### src/rtl/muldiv_arbiter_if.sv
// Bundle between the dual-issue EX lanes / MDU and the mult-div arbiter.
// master = pipeline + MDU side, slave = arbiter.
interface muldiv_arbiter_if #(
    parameter int CNT_W = 32
);
    logic             flush;
    logic             stall_i;
    logic             req_i1;
    logic [1:0]       op_i1;
    logic [31:0]      a_i1;
    logic [31:0]      b_i1;
    logic             req_i2;
    logic [1:0]       op_i2;
    logic [31:0]      a_i2;
    logic [31:0]      b_i2;
    logic             md_start;
    logic [1:0]       md_op;
    logic [31:0]      md_a;
    logic [31:0]      md_b;
    logic             md_cancel;
    logic             md_done;
    logic [31:0]      md_hi;
    logic [31:0]      md_lo;
    logic             stallreq;
    logic             res_valid_i1;
    logic [31:0]      hi_i1;
    logic [31:0]      lo_i1;
    logic             res_valid_i2;
    logic [31:0]      hi_i2;
    logic [31:0]      lo_i2;
    logic             err_timeout;
    logic [CNT_W-1:0] busy_cnt;

    modport master (
        output flush, stall_i,
        output req_i1, op_i1, a_i1, b_i1,
        output req_i2, op_i2, a_i2, b_i2,
        output md_done, md_hi, md_lo,
        input  md_start, md_op, md_a, md_b, md_cancel,
        input  stallreq, res_valid_i1, hi_i1, lo_i1,
        input  res_valid_i2, hi_i2, lo_i2, err_timeout, busy_cnt
    );

    modport slave (
        input  flush, stall_i,
        input  req_i1, op_i1, a_i1, b_i1,
        input  req_i2, op_i2, a_i2, b_i2,
        input  md_done, md_hi, md_lo,
        output md_start, md_op, md_a, md_b, md_cancel,
        output stallreq, res_valid_i1, hi_i1, lo_i1,
        output res_valid_i2, hi_i2, lo_i2, err_timeout, busy_cnt
    );
endinterface

### src/rtl/muldiv_arbiter.sv
// Serialises lane-1/lane-2 mult/div ops onto one shared MDU, holds the pipe while
// busy, presents per-lane HI/LO, aborts on flush and watchdogs hung MDU ops.
//
// state  | meaning
// IDLE   | no op captured; accepts a new request
// ISSUE1 | start pulse with lane-1 op
// WAIT1  | waiting for MDU result of lane 1
// ISSUE2 | start pulse with lane-2 op
// WAIT2  | waiting for MDU result of lane 2
// HOLD   | results presented until EX advances
module muldiv_arbiter #(
    parameter int TIMEOUT = 64,
    parameter int CNT_W   = 32
) (
    input logic             clk,
    input logic             rst,
    muldiv_arbiter_if.slave bus
);
    localparam int WD_W = (TIMEOUT < 2) ? 1 : $clog2(TIMEOUT);

    typedef enum logic [2:0] {
        IDLE   = 3'd0,
        ISSUE1 = 3'd1,
        WAIT1  = 3'd2,
        ISSUE2 = 3'd3,
        WAIT2  = 3'd4,
        HOLD   = 3'd5
    } state_t;

    state_t           state_q, state_d;
    logic             cap_req1_q, cap_req2_q;
    logic [1:0]       cap_op1_q, cap_op2_q;
    logic [31:0]      cap_a1_q, cap_b1_q, cap_a2_q, cap_b2_q;
    logic [31:0]      hi1_q, lo1_q, hi2_q, lo2_q;
    logic [WD_W-1:0]  wd_q;
    logic             err_q;
    logic [CNT_W-1:0] busy_q;

    logic        in_wait;
    logic        in_busy;
    logic        timeout;
    logic        any_req;
    logic        md_start;
    logic [1:0]  md_op;
    logic [31:0] md_a, md_b;
    logic        md_cancel;
    logic        stallreq;

    assign in_wait = (state_q == WAIT1) || (state_q == WAIT2);
    assign in_busy = in_wait || (state_q == ISSUE1) || (state_q == ISSUE2);
    assign any_req = bus.req_i1 || bus.req_i2;
    // Watchdog is a down-counter loaded at issue; terminal count in WAIT without done is a hang.
    assign timeout = in_wait && !bus.md_done && (wd_q == '0);

    always_comb begin
        state_d   = state_q;
        md_start  = 1'b0;
        md_op     = 2'b00;
        md_a      = 32'd0;
        md_b      = 32'd0;
        md_cancel = 1'b0;
        stallreq  = 1'b0;
        case (state_q)
            IDLE: begin
                stallreq = any_req;
                if (any_req)
                    state_d = bus.req_i1 ? ISSUE1 : ISSUE2;
            end
            ISSUE1: begin
                stallreq = 1'b1;
                md_start = 1'b1;
                md_op    = cap_op1_q;
                md_a     = cap_a1_q;
                md_b     = cap_b1_q;
                state_d  = WAIT1;
            end
            WAIT1: begin
                stallreq = 1'b1;
                if (bus.md_done)
                    state_d = cap_req2_q ? ISSUE2 : HOLD;
                else if (timeout) begin
                    md_cancel = 1'b1;
                    state_d   = HOLD;
                end
            end
            ISSUE2: begin
                stallreq = 1'b1;
                md_start = 1'b1;
                md_op    = cap_op2_q;
                md_a     = cap_a2_q;
                md_b     = cap_b2_q;
                state_d  = WAIT2;
            end
            WAIT2: begin
                stallreq = 1'b1;
                if (bus.md_done)
                    state_d = HOLD;
                else if (timeout) begin
                    md_cancel = 1'b1;
                    state_d   = HOLD;
                end
            end
            HOLD: begin
                if (!bus.stall_i)
                    state_d = IDLE;
            end
            default: state_d = IDLE;
        endcase
        // A start squashed by flush never reaches the MDU, so only WAIT needs a cancel.
        if (bus.flush) begin
            state_d   = IDLE;
            md_start  = 1'b0;
            md_cancel = in_wait;
        end
    end

    always_ff @(posedge clk) begin
        if (rst) begin
            state_q    <= IDLE;
            cap_req1_q <= 1'b0;
            cap_req2_q <= 1'b0;
            cap_op1_q  <= 2'b00;
            cap_op2_q  <= 2'b00;
            cap_a1_q   <= 32'd0;
            cap_b1_q   <= 32'd0;
            cap_a2_q   <= 32'd0;
            cap_b2_q   <= 32'd0;
            hi1_q      <= 32'd0;
            lo1_q      <= 32'd0;
            hi2_q      <= 32'd0;
            lo2_q      <= 32'd0;
            wd_q       <= '0;
            err_q      <= 1'b0;
            busy_q     <= '0;
        end else begin
            state_q <= state_d;
            if (in_busy)
                busy_q <= busy_q + 1'b1;
            if (bus.flush) begin
                cap_req1_q <= 1'b0;
                cap_req2_q <= 1'b0;
                hi1_q      <= 32'd0;
                lo1_q      <= 32'd0;
                hi2_q      <= 32'd0;
                lo2_q      <= 32'd0;
            end else begin
                case (state_q)
                    IDLE: begin
                        if (any_req) begin
                            cap_req1_q <= bus.req_i1;
                            cap_op1_q  <= bus.op_i1;
                            cap_a1_q   <= bus.a_i1;
                            cap_b1_q   <= bus.b_i1;
                            cap_req2_q <= bus.req_i2;
                            cap_op2_q  <= bus.op_i2;
                            cap_a2_q   <= bus.a_i2;
                            cap_b2_q   <= bus.b_i2;
                            hi1_q      <= 32'd0;
                            lo1_q      <= 32'd0;
                            hi2_q      <= 32'd0;
                            lo2_q      <= 32'd0;
                        end
                    end
                    ISSUE1, ISSUE2: wd_q <= WD_W'(TIMEOUT - 1);
                    WAIT1: begin
                        if (bus.md_done) begin
                            hi1_q <= bus.md_hi;
                            lo1_q <= bus.md_lo;
                        end else if (timeout) begin
                            hi1_q <= 32'd0;
                            lo1_q <= 32'd0;
                            err_q <= 1'b1;
                        end else
                            wd_q <= wd_q - 1'b1;
                    end
                    WAIT2: begin
                        if (bus.md_done) begin
                            hi2_q <= bus.md_hi;
                            lo2_q <= bus.md_lo;
                        end else if (timeout) begin
                            hi2_q <= 32'd0;
                            lo2_q <= 32'd0;
                            err_q <= 1'b1;
                        end else
                            wd_q <= wd_q - 1'b1;
                    end
                    default: ;
                endcase
            end
        end
    end

    assign bus.md_start     = md_start;
    assign bus.md_op        = md_op;
    assign bus.md_a         = md_a;
    assign bus.md_b         = md_b;
    assign bus.md_cancel    = md_cancel;
    assign bus.stallreq     = stallreq;
    assign bus.res_valid_i1 = (state_q == HOLD) && cap_req1_q;
    assign bus.res_valid_i2 = (state_q == HOLD) && cap_req2_q;
    assign bus.hi_i1        = bus.res_valid_i1 ? hi1_q : 32'd0;
    assign bus.lo_i1        = bus.res_valid_i1 ? lo1_q : 32'd0;
    assign bus.hi_i2        = bus.res_valid_i2 ? hi2_q : 32'd0;
    assign bus.lo_i2        = bus.res_valid_i2 ? lo2_q : 32'd0;
    assign bus.err_timeout  = err_q;
    assign bus.busy_cnt     = busy_q;
endmodule
### src/flat_wrapper.sv
// flat-port wrapper written by rule: the top's interface ports become plain ports
module muldiv_arbiter_flat 
#(
    parameter int TIMEOUT = 64,
    parameter int CNT_W   = 32
)
  (clk, rst, bus_flush, bus_stall_i, bus_req_i1, bus_op_i1, bus_a_i1, bus_b_i1, bus_req_i2, bus_op_i2, bus_a_i2, bus_b_i2, bus_md_done, bus_md_hi, bus_md_lo, bus_md_start, bus_md_op, bus_md_a, bus_md_b, bus_md_cancel, bus_stallreq, bus_res_valid_i1, bus_hi_i1, bus_lo_i1, bus_res_valid_i2, bus_hi_i2, bus_lo_i2, bus_err_timeout, bus_busy_cnt);
  muldiv_arbiter_if #(.CNT_W(CNT_W)) bus_i ();
  input logic clk;
  input logic rst;
  input wire logic [$bits(bus_i.flush)-1:0] bus_flush;
  input wire logic [$bits(bus_i.stall_i)-1:0] bus_stall_i;
  input wire logic [$bits(bus_i.req_i1)-1:0] bus_req_i1;
  input wire logic [$bits(bus_i.op_i1)-1:0] bus_op_i1;
  input wire logic [$bits(bus_i.a_i1)-1:0] bus_a_i1;
  input wire logic [$bits(bus_i.b_i1)-1:0] bus_b_i1;
  input wire logic [$bits(bus_i.req_i2)-1:0] bus_req_i2;
  input wire logic [$bits(bus_i.op_i2)-1:0] bus_op_i2;
  input wire logic [$bits(bus_i.a_i2)-1:0] bus_a_i2;
  input wire logic [$bits(bus_i.b_i2)-1:0] bus_b_i2;
  input wire logic [$bits(bus_i.md_done)-1:0] bus_md_done;
  input wire logic [$bits(bus_i.md_hi)-1:0] bus_md_hi;
  input wire logic [$bits(bus_i.md_lo)-1:0] bus_md_lo;
  output wire logic [$bits(bus_i.md_start)-1:0] bus_md_start;
  output wire logic [$bits(bus_i.md_op)-1:0] bus_md_op;
  output wire logic [$bits(bus_i.md_a)-1:0] bus_md_a;
  output wire logic [$bits(bus_i.md_b)-1:0] bus_md_b;
  output wire logic [$bits(bus_i.md_cancel)-1:0] bus_md_cancel;
  output wire logic [$bits(bus_i.stallreq)-1:0] bus_stallreq;
  output wire logic [$bits(bus_i.res_valid_i1)-1:0] bus_res_valid_i1;
  output wire logic [$bits(bus_i.hi_i1)-1:0] bus_hi_i1;
  output wire logic [$bits(bus_i.lo_i1)-1:0] bus_lo_i1;
  output wire logic [$bits(bus_i.res_valid_i2)-1:0] bus_res_valid_i2;
  output wire logic [$bits(bus_i.hi_i2)-1:0] bus_hi_i2;
  output wire logic [$bits(bus_i.lo_i2)-1:0] bus_lo_i2;
  output wire logic [$bits(bus_i.err_timeout)-1:0] bus_err_timeout;
  output wire logic [$bits(bus_i.busy_cnt)-1:0] bus_busy_cnt;
  assign bus_i.flush = bus_flush;
  assign bus_i.stall_i = bus_stall_i;
  assign bus_i.req_i1 = bus_req_i1;
  assign bus_i.op_i1 = bus_op_i1;
  assign bus_i.a_i1 = bus_a_i1;
  assign bus_i.b_i1 = bus_b_i1;
  assign bus_i.req_i2 = bus_req_i2;
  assign bus_i.op_i2 = bus_op_i2;
  assign bus_i.a_i2 = bus_a_i2;
  assign bus_i.b_i2 = bus_b_i2;
  assign bus_i.md_done = bus_md_done;
  assign bus_i.md_hi = bus_md_hi;
  assign bus_i.md_lo = bus_md_lo;
  assign bus_md_start = bus_i.md_start;
  assign bus_md_op = bus_i.md_op;
  assign bus_md_a = bus_i.md_a;
  assign bus_md_b = bus_i.md_b;
  assign bus_md_cancel = bus_i.md_cancel;
  assign bus_stallreq = bus_i.stallreq;
  assign bus_res_valid_i1 = bus_i.res_valid_i1;
  assign bus_hi_i1 = bus_i.hi_i1;
  assign bus_lo_i1 = bus_i.lo_i1;
  assign bus_res_valid_i2 = bus_i.res_valid_i2;
  assign bus_hi_i2 = bus_i.hi_i2;
  assign bus_lo_i2 = bus_i.lo_i2;
  assign bus_err_timeout = bus_i.err_timeout;
  assign bus_busy_cnt = bus_i.busy_cnt;
  muldiv_arbiter #(.TIMEOUT(TIMEOUT), .CNT_W(CNT_W)) u_core (.clk(clk), .rst(rst), .bus(bus_i));
endmodule
### config.mk
export PLATFORM = sky130hd
export DESIGN_NAME = muldiv_arbiter_flat
export DESIGN_NICKNAME = d
export VERILOG_FILES = /design/src/rtl/muldiv_arbiter_if.sv /design/src/rtl/muldiv_arbiter.sv /design/src/flat_wrapper.sv
export SDC_FILE = /design/constraint.sdc
export NUM_CORES = 1
export LEC_CHECK = 0
export CAP_MARGIN = 30
export CORE_MARGIN = 2
export CORE_UTILIZATION = 34
export DETAILED_ROUTE_END_ITERATION = 10
export PLACE_DENSITY = 0.71
export SYNTH_ARGS = -nofsm -noshare
export SYNTH_HDL_FRONTEND = slang
export SYNTH_SLANG_ARGS = --single-unit
### constraint.sdc
create_clock -name clk -period 2 [get_ports clk]
set_input_delay 0.4 -clock clk [delete_from_list [all_inputs] [get_ports clk]]
set_output_delay 0.4 -clock clk [all_outputs]
set_load 0.005 [all_outputs]
=== Word level (Yosys, flattened, before mapping) ===
Cells that the tools add are included.

* Reductions and logical operators: 25
* Divide/modulo/power cells: 0
* Multipliers: 0
* Eq/ne operators: 11
* $lt $le $gt $ge: 0
* Shift-type cells: 0
* Add/sub/neg operators: 2
* Multiplexer cells: 33
* Bitwise gates (word level): 2

{| class="wikitable"
|+ Operator list
! kind !! number
|-
| one-hot mux 32 bit (2 select lines) || 6
|-
| two-way mux 32 bit || 8
|-
| adder 32 x 1 -> 32 bit (second input constant) || 1
|-
| two-way mux 3 bit || 6
|-
| one-hot mux 3 bit (6 select lines) || 1
|-
| two-way mux 6 bit || 2
|-
| one-hot mux 6 bit (2 select lines) || 1
|-
| AND reduction 3 bit || 3
|-
| AND reduction 4 bit || 2
|-
| == test 3 x 2 -> 1 bit (second input constant) || 2
|-
| == test 3 bit (second input constant) || 2
|-
| logical NOT 6 bit || 1
|-
| two-way mux 1 bit || 6
|-
| inequality test 2 bit (second input constant) || 3
|-
| inequality test 3 x 2 -> 1 bit (second input constant) || 2
|-
| nonzero test 2 bit || 3
|-
| OR reduction 2 bit || 3
|-
| subtractor 6 x 1 -> 6 bit (second input constant) || 1
|-
| logical AND 1 bit || 4
|-
| logical OR 1 bit || 4
|-
| one-hot mux 2 bit (2 select lines) || 1
|-
| AND reduction 2 bit || 2
|-
| OR reduction 4 bit || 1
|-
| == test 3 x 1 -> 1 bit (second input constant) || 1
|-
| other kinds (6) || 7
|}

* Latch bits: 0
* Memories kept: 0
* Register bits: 304
* Bits in writable memories: 0
* Bits of input ports: 203
* Output and inout port bits: 232
* Bits in read-only memories: 0

=== Longest topological paths before layout ===
Gate-level depths: netlist of the first run.

* Depth after elaboration: 8
* Mapped depth: 8
* Mapped depth without buffers: 6

=== Worst setup path before layout of the first run ===
No wires, ideal clock.

* Path type: register to output
* Start: reg u_core.state_q[2]
* End: out bus_md_a[0]
* Arrival: 1587 ps
* Stages on the path, launching flop included: 7
* Setup slack: 13 ps
* Cells stage by stage: dfxtp_1 clkbuf_1 nand2b_1 nor2_1 clkbuf_1 clkbuf_1 a22o_1

* Word-level cells in the longest chain between the ends: 2
* Elaborated cells between the ends (all ways): 3
* Those cells by class: 2 x eq/ne; 1 x mux

{| class="wikitable"
|+ RTL lines
! item !! line !! text
|-
| start: declaration || muldiv_arbiter.sv:30 || <nowiki>state_t state_q, state_d;</nowiki>
|-
| start signal: assignment || muldiv_arbiter.sv:136 || <nowiki>state_q <= state_d;</nowiki>
|-
| == test 3 x 2 -> 1 bit or == test 3 x 1 -> 1 bit (tied branches) || muldiv_arbiter.sv:63 || <nowiki>case (state_q)</nowiki>
|-
| one-hot mux 32 bit (2 select lines) * || muldiv_arbiter.sv:63 ||
|-
| end: declaration || flat_wrapper.sv:26 || <nowiki>output wire logic [$bits(bus_i.md_a)-1:0] bus_md_a;</nowiki>
|}

Mark *: on every way between the ends. The rest lies on a longest branch, timed or not.

=== Worst setup path after layout of the first run ===
* Start: reg u_core.state_q[2]
* End: out bus_lo_i1[5]

* Word-level cells in the longest chain between the ends: 3

{| class="wikitable"
|+ RTL lines
! item !! line !! text
|-
| == test 3 bit || muldiv_arbiter.sv:199 || <nowiki>assign bus.res_valid_i1 = (state_q == HOLD) && cap_req1_q;</nowiki>
|-
| logical AND 1 bit || muldiv_arbiter.sv:199 ||
|-
| two-way mux 32 bit || muldiv_arbiter.sv:202 || <nowiki>assign bus.lo_i1 = bus.res_valid_i1 ? lo1_q : 32'd0;</nowiki>
|-
| end: declaration || flat_wrapper.sv:32 || <nowiki>output wire logic [$bits(bus_i.lo_i1)-1:0] bus_lo_i1;</nowiki>
|}

Every way passes these cells.

==> metrics, run 1 <==
leading register cell type out of synthesis=sky130_fd_sc_hd__dfxtp_1; number of violations reported at the end of detailed-routing iteration 0=just over 800; Post-synth EDFFs=0; Detailed Place HPWL=28,710 um; horizontal die dimension=approximately 190 um; ys async rst share=0%; routability congestion estimate from global placement=0.8537; CTS tree=done; Static Leakage=9.581 nW; CTS buffer count=34; Worst Setup End Kind=primary output; final antenna-violating net count=0; total of buffers placed on input and output ports=~430; element type at the critical path start=flip-flop; top-area cell type share of the netlist area=49.95%; routed wirelength normalized by instance count=21.96 um; buffers from clock root to sink, at most=3; reg-to-reg startpoint=u_core.state_q[1]$_SDFFE_PP0P_; violated checks=setup timing; total power consumption of the routed design=15.27 mW; number of max-cap violations=0; delay contributed by the slowest stage of the critical path=0.33 ns; Placement Rows=69; final WL=55,160 um; vias in the first global route=around 12,000; run status=finished with violations; pre-CTS setup slack=-0.4179 ns; hold buffers post-CTS=0; critical path launch point=u_core.state_q[2]$_SDFFE_PP0P_; Achievable Freq=a little under 400 MHz; crit path to=bus_lo_i1[5]; RSZ-0062 raised after global routing=yes; path type of the worst min-delay path=in -> reg; layout overhead on the synthesized area=87.03%; crit path DAT=roughly 2.2 ns; core region area=roughly 35,000 um2; drt first pass iters=6; actual slew at the worst max-slew pin=1.078 ns; sum of met2 wire segment lengths after detailed routing=~28,000 um; Gate Count Post-Synth=around 1,400; final worst path period share=127.4%; Boundary Pins=around 440; final setup margin=-0.5484 ns; final core occ=between 60% and 70%; cell repeated most along the worst path=sky130_fd_sc_hd__buf_6; first-pass GRT wire length=67,970 um; nets@finish=between 2,000 and 2,500; Met3 Routed Length=4608 um; multi-input combinational cell area=between 6000 and 7000 um2; average instance area after synthesis=around 9 um2; Clock H-tree levels=2; global-route congestion overflow total=0; critical setup path kind=reg -> out; count of inserted antenna diode cells=0; setup violators final=~400; number of warning messages in the yosys log=0; Die Y=between 150 and 200 um; count leader, synth=sky130_fd_sc_hd__dfxtp_1; global router's overall resource usage=approximately 22%; die area=37,360 um2; worst flop-to-flop path endpoint=u_core.cap_a2_q[11]$_SDFFE_PP0P_; max-slew violation count=0; register cell area after layout=approximately 6100 um2; count of buffering cells on the critical path with inverters included=7; number of antenna violations at the first check in global routing=0; data required time of the worst path=approximately 1.6 ns; normalized max-slew margin=roughly 28%; library cell with the largest summed area after synthesis=sky130_fd_sc_hd__dfxtp_1; Root Driver=sky130_fd_sc_hd__clkbuf_16; DRC violations left=0; flops & latches, synth=~300; maximum number of pins on one net before global-route repair=172; cell area reported after detailed placement=about 18,000 um2; nets in the synthesized netlist=between 1,500 and 2,000; Max Used Layer=met4; Initial Util=between 30% and 40%; clock-pin slew reported for the worst setup and hold paths after clock tree synthesis=around 0.060 ns; cells traversed along the worst timing path=nor2b_4 -> buf_6 -> and3_4 -> buf_12 -> buf_12 -> buf_8 -> buf_6 -> buf_6 -> and2_4 -> buf_6; fin area=approximately 23,000 um2; flop2flop setup slack=-0.17 ns; leading post-synthesis cells by cell area=sky130_fd_sc_hd__dfxtp_1 50%, sky130_fd_sc_hd__a22o_1 14%, sky130_fd_sc_hd__nand2_1 8.7%; post-detailed-route via-to-cell ratio=between 5 and 6; number of sinks on the clock net=304; detailed-routing wirelength on met1=~21,000 um; worst vdd rail ir drop=between 0.8 and 0.9 mV; detailed-route via count=about 14,000; register area share after synthesis=roughly 50%; clock latency of the later-clocked register in the worst-skew pair=0.52 ns; final hold violation count=0; depth of the most critical reg-to-reg path=8; Layout Skew=roughly 0.027 ns; top post-synthesis cells by count=304 x sky130_fd_sc_hd__dfxtp_1, 281 x sky130_fd_sc_hd__nand2_1, 194 x sky130_fd_sc_hd__a22o_1, 160 x sky130_fd_sc_hd__a21oi_1, 133 x sky130_fd_sc_hd__and2_1; Crit path max-delay family=buffers and inverters; Netlist Area Pre-Place=12,180 um2; CP max-delay cell=sky130_fd_sc_hd__dfxtp_2; PwrDens=670.3 nW/um2; largest fanout on the critical path=5; minimum clock period=between 2 and 3 ns; number of fill cells=2,660; share of post-route cells with drive strength above 1=around two fifths; number of different library cells in the post-synthesis netlist=between 40 and 50; logic depth of the worst setup path including buffers=10; Fin Hold WS=approximately 0.15 ns
==> power by group <==
| group | switching (mW) | total [mW] | internal, mW |
|---|---|---|---|
| clock network | 2.60 | 6.55 | 3.95 |
| registers | 0.147 | 6.40 | 6.26 |
| logic | 1.06 | 2.32 | 1.26 |
==> cell type report <==
| type | count | share of cell area (%) |
|---|---|---|
| timing repair buffer | 722 | 35.00 |
| tap | 461 | 2.531 |
| inverter | 16 | 0.2855 |
| multi-input combinational | 949 | 30.37 |
| clock buffer | 47 | 4.305 |
| sequential | 304 | 26.77 |
| clock inverter | 13 | 0.7413 |
==> registers in the layout, indices dropped and copies added, names as in the netlist, 32 cells and up <==
| register | count |
|---|---|
| u_core.cap_a2_q | 32 |
| u_core.hi2_q | 32 |
| u_core.lo2_q | 32 |
| u_core.cap_a1_q | 32 |
| u_core.bus.busy_cnt | 32 |
| u_core.cap_b2_q | 32 |
| u_core.cap_b1_q | 32 |
| u_core.lo1_q | 32 |
| u_core.hi1_q | 32 |
==> worst register-to-register path, stage by stage (launching register included) <==
cell                        delay (ns)
sky130_fd_sc_hd__dfxtp_4          0.36
sky130_fd_sc_hd__buf_6            0.12
sky130_fd_sc_hd__buf_8            0.13
sky130_fd_sc_hd__or3_4            0.43
sky130_fd_sc_hd__buf_12           0.16
sky130_fd_sc_hd__or3_4            0.45
sky130_fd_sc_hd__clkbuf_16        0.22
sky130_fd_sc_hd__nand2_1          0.09
sky130_fd_sc_hd__a21oi_2          0.05
==> metal layers <==
metal,GRT usage [%],vias up
li1,-,6178
met1,25.61,6606
met2,39.27,704
met3,6.869,134
met4,7.803,0
met5,0,-
==> per-stage QoR <==
| stage | instances | TNS [ns] |
|---|---|---|
| after floorplan | 1379 | 0 |
| after global placement | 2283 | -51.17 |
| after detailed placement | 2283 | -60.43 |
| after CTS | 2413 | -81.94 |
| after global routing | 2512 | -112.75 |
| final | 2512 | -89.77 |
==> placed cells by master, fill, tap and decap left out, types with 5 or more instances in the layout <==
cell type / count
sky130_fd_sc_hd__or3_4: 9
sky130_fd_sc_hd__clkbuf_1: 6
sky130_fd_sc_hd__nand2_2: 17
sky130_fd_sc_hd__clkinv_2: 8
sky130_fd_sc_hd__and2_4: 104
sky130_fd_sc_hd__buf_16: 12
sky130_fd_sc_hd__nand2_4: 45
sky130_fd_sc_hd__clkbuf_2: 8
sky130_fd_sc_hd__buf_8: 20
sky130_fd_sc_hd__o21ai_0: 6
sky130_fd_sc_hd__xnor2_1: 8
sky130_fd_sc_hd__a21oi_1: 103
sky130_fd_sc_hd__and2_1: 29
sky130_fd_sc_hd__or4_4: 19
sky130_fd_sc_hd__dfxtp_2: 8
sky130_fd_sc_hd__o31ai_4: 7
sky130_fd_sc_hd__dfxtp_1: 295
sky130_fd_sc_hd__and3_1: 5
sky130_fd_sc_hd__nand2_1: 219
sky130_fd_sc_hd__nor2_1: 23
sky130_fd_sc_hd__inv_1: 13
sky130_fd_sc_hd__a22o_1: 190
sky130_fd_sc_hd__a21oi_2: 57
sky130_fd_sc_hd__nand3_1: 12
sky130_fd_sc_hd__clkbuf_16: 63
sky130_fd_sc_hd__o31ai_2: 7
sky130_fd_sc_hd__buf_12: 49
sky130_fd_sc_hd__buf_2: 80
sky130_fd_sc_hd__buf_6: 181
sky130_fd_sc_hd__clkbuf_8: 6
sky130_fd_sc_hd__nand4_1: 5
sky130_fd_sc_hd__clkdlybuf4s50_1: 234
sky130_fd_sc_hd__buf_4: 107
==> cell families after synthesis <==
family,count (synthesis),share of synthesized area [%]
XOR/XNOR,9,0.6471
AND/OR/NAND/NOR,526,20.96
buffers and inverters,133,4.406
multiplexers,4,0.3697
flip-flops,304,49.95
adder cells (fa/ha/maj),3,0.3081
AO/OA/AOI/OAI,400,23.35
==> what timing repair did <==
item                                    CTS  global route
endpoints found under the setup margin  296           425
buffers inserted                         56            78
gates cloned                             15            45
pin swaps                                89           206
resized for setup                       724           659
==> worst min path at each step <==
stage / start / cells past startpoint / to
floorplan: u_core.cap_req1_q$_SDFFE_PP0P_ / 2 / u_core.cap_req1_q$_SDFFE_PP0P_
global placement: u_core.cap_req1_q$_SDFFE_PP0P_ / 2 / u_core.cap_req1_q$_SDFFE_PP0P_
detailed placement: u_core.cap_a2_q[27]$_SDFFE_PP0P_ / 2 / u_core.cap_a2_q[27]$_SDFFE_PP0P_
CTS: rst / 2 / u_core.bus.busy_cnt[1]$_SDFFE_PP0P_
global route: rst / 2 / u_core.bus.busy_cnt[1]$_SDFFE_PP0P_
finish: rst / 2 / u_core.bus.busy_cnt[1]$_SDFFE_PP0P_
Power figures use the tool's default switching activity.
==> run 2, diff against run 1 <==
Settings changed: CTS_CLUSTER_SIZE from default to 25, PLACE_DENSITY 0.71 to 0.68.
Clock period 2 ns to 2.6 ns, I/O delays scaled along.
==> run 2 against run 1 <==
The flow now finishes without violations. Via count down 12%. Clock skew down 0.017 ns. Global-route usage up 0.11 points. Worst setup slack better by 0.59 ns. Total power down 27%. Die area unchanged. Non-clock buffer count down 190. Largest cell class is now sequential cells.
==> metrics, run 2 (synthesis results as in run 1) <==
number of violations reported at the end of detailed-routing iteration 0=594; element type at the critical path start=flip-flop; critical path launch point=u_core.state_q[2]$_SDFFE_PP0P_; met2 layer usage reported by global route=between 30% and 40%; combinational share of power=about a tenth; CTS buffer count=37; maximum number of pins on one net before global-route repair=around 180; final hold violation count=0; Net Sw Frac=23.40%; number of max-cap violations=0; Detailed Place HPWL=about 28,000 um; total power consumption of the routed design=11.14 mW; crit path to=bus_hi_i1[22]; global-route congestion overflow total=0; layout overhead on the synthesized area=55.95%; normalized max-slew margin=43.67%; Initial Util=between 30 and 40%; net load switching power=~2.6 mW; number of antenna violations at the first check in global routing=3; horizontal die dimension=a little under 200 um; Achievable Freq=390.3 MHz; worst flop-to-flop path endpoint=u_core.bus.busy_cnt[25]$_SDFFE_PP0P_; sequential cell fraction of total power=44.1%; run status=finished, final reports clean; actual slew at the worst max-slew pin=0.8449 ns; setup violators final=0; Placement Rows=roughly 70; pre-CTS setup slack=0.1282 ns; flop2flop setup slack=approximately 0.26 ns; final antenna-violating net count=0; crit path DAT=between 2 and 2.5 ns; first-pass GRT wire length=67,570 um; Worst Setup End Kind=primary output; reg-to-reg startpoint=u_core.state_q[0]$_SDFFE_PP0P_; clock-pin slew reported for the worst setup and hold paths after clock tree synthesis=around 0.050 ns; final WL=around 44,000 um; path type of the worst min-delay path=reg -> reg; share of post-route cells with drive strength above 1=12.16%; clock latency of the later-clocked register in the worst-skew pair=0.52 ns; global routing's busiest layer=met2; nets@finish=around 2,000; origin of the worst min-delay path=u_core.cap_b2_q[6]$_SDFFE_PP0P_; core region area=35,400 um2; buffers from clock root to sink, at most=3; total of buffers placed on input and output ports=~430; depth of the most critical reg-to-reg path=6; Fin Hold WS=0.4531 ns; RSZ-0062 raised after global routing=yes; cells traversed along the worst timing path=nor2b_4 -> and3_4 -> buf_12 -> buf_4 -> buf_12 -> buf_16 -> and2_1 -> clkdlybuf4s15_1; Power Internal=around 8.5 mW; met1 track demand over resource in global routing=a little over a quarter; fraction of power consumed by the clock network=between 40% and 50%; met3 GRT Util=7.462%; leading cell types in the layout, fill and taps excluded=301 x sky130_fd_sc_hd__dfxtp_1, 281 x sky130_fd_sc_hd__nand2_1, 235 x sky130_fd_sc_hd__clkdlybuf4s50_1; worst vdd rail ir drop=0.5986 mV; final worst path period share=just under 100%; die area=37,360 um2; delay contributed by the slowest stage of the critical path=0.35 ns; Root Driver=sky130_fd_sc_hd__clkbuf_16; Die Y=slightly below 200 um; CTS tree=done; cell repeated most along the worst path=sky130_fd_sc_hd__buf_12; Clock H-tree levels=2; number of sinks on the clock net=a little over 300; global router's overall resource usage=22.46%; routability congestion estimate from global placement=0.8417; final setup margin=between 0.03 and 0.04 ns; drt first pass iters=4; Static Leakage=8.171 nW; CP max-delay cell=sky130_fd_sc_hd__dfxtp_4; Layout Skew=between 0.009 and 0.01 ns; max-slew violation count=0; number of fill cells=roughly 3,300; minimum clock period=about 2.6 ns; DRC violations left=0; detailed-route via count=about 12,000; largest fanout on the critical path=8; data required time of the worst path=approximately 2.1 ns; routed wirelength normalized by instance count=19.13 um; Boundary Pins=~440; vias in the first global route=roughly 12,000; commonest non-fill, non-tap cell in the layout=sky130_fd_sc_hd__dfxtp_1; post-detailed-route via-to-cell ratio=about 5.2; critical setup path kind=reg -> out; PwrDens=586.5 nW/um2
run 2: repair_timing:
action / CTS / global route
endpoints found under the setup margin: 197 / 51
cloned: 15 / 1
hold buffers: 0 / 0
setup buffers: 31 / 17
resized for setup: 250 / 80
pin swaps: 9 / 11
run 2: worst max-delay path: cells and delay by family (launching register included):
family / cells / cell delay, ns
buffers and inverters: 5 / 0.64
flip-flops: 1 / 0.35
AND/OR/NAND/NOR: 3 / 0.53
run 2: final cells by class:
type	instances	area (um2)	share of cell area, %
Multi-Input combinational cell	942	5668	29.83
Clock buffer	54	1102	5.802
Inverter	16	60.06	0.3161
Clock inverter	10	111.4	0.5861
Timing Repair Buffer	532	5381	28.32
Tap cell	461	576.8	3.036
Sequential cell	304	6092	32.06
Antenna cell	3	7.507	0.03951
run 2: worst min path at each step:
stage	endpoint	slack, ns	cells after the start
after floorplan	u_core.cap_req1_q$_SDFFE_PP0P_	0.43	2
after global placement	u_core.cap_b2_q[20]$_SDFFE_PP0P_	0.44	2
after detailed placement	u_core.cap_b2_q[6]$_SDFFE_PP0P_	0.45	2
after CTS	u_core.cap_req1_q$_SDFFE_PP0P_	0.44	3
after global routing	u_core.cap_a1_q[31]$_SDFFE_PP0P_	0.47	2
final	u_core.cap_b2_q[6]$_SDFFE_PP0P_	0.45	2
run 2: metrics by stage:
stage	TNS, ns	instances	utilization (%)	area, um2
finish	0	2322	53.68	19000
global route	-0.07853	2322	53.68	19000
CTS	-2.672	2303	53.60	18970
detailed placement	0	2193	48.38	17130
global placement	0	2193	48.38	17130
floorplan	0	1379	-	12180
run 2: routing by layer:
metal  wire length (um)  up-vias
li1                   -     5766
met2              21600      490
met1              17490     5688
met5                  0        -
met3               4052       80
met4               1273        0
run 2: power by group through the flow:
stage	clock [mW]	sequential [mW]	combinational, mW
6_report	5.11	4.91	1.13
5_1_grt	5.38	4.92	1.23
4_1_cts	5.21	4.91	1.10
3_5_place_dp	0	5.01	1.05
3_3_place_gp	0	5.00	1.03
2_1_floorplan	0	4.98	0.466
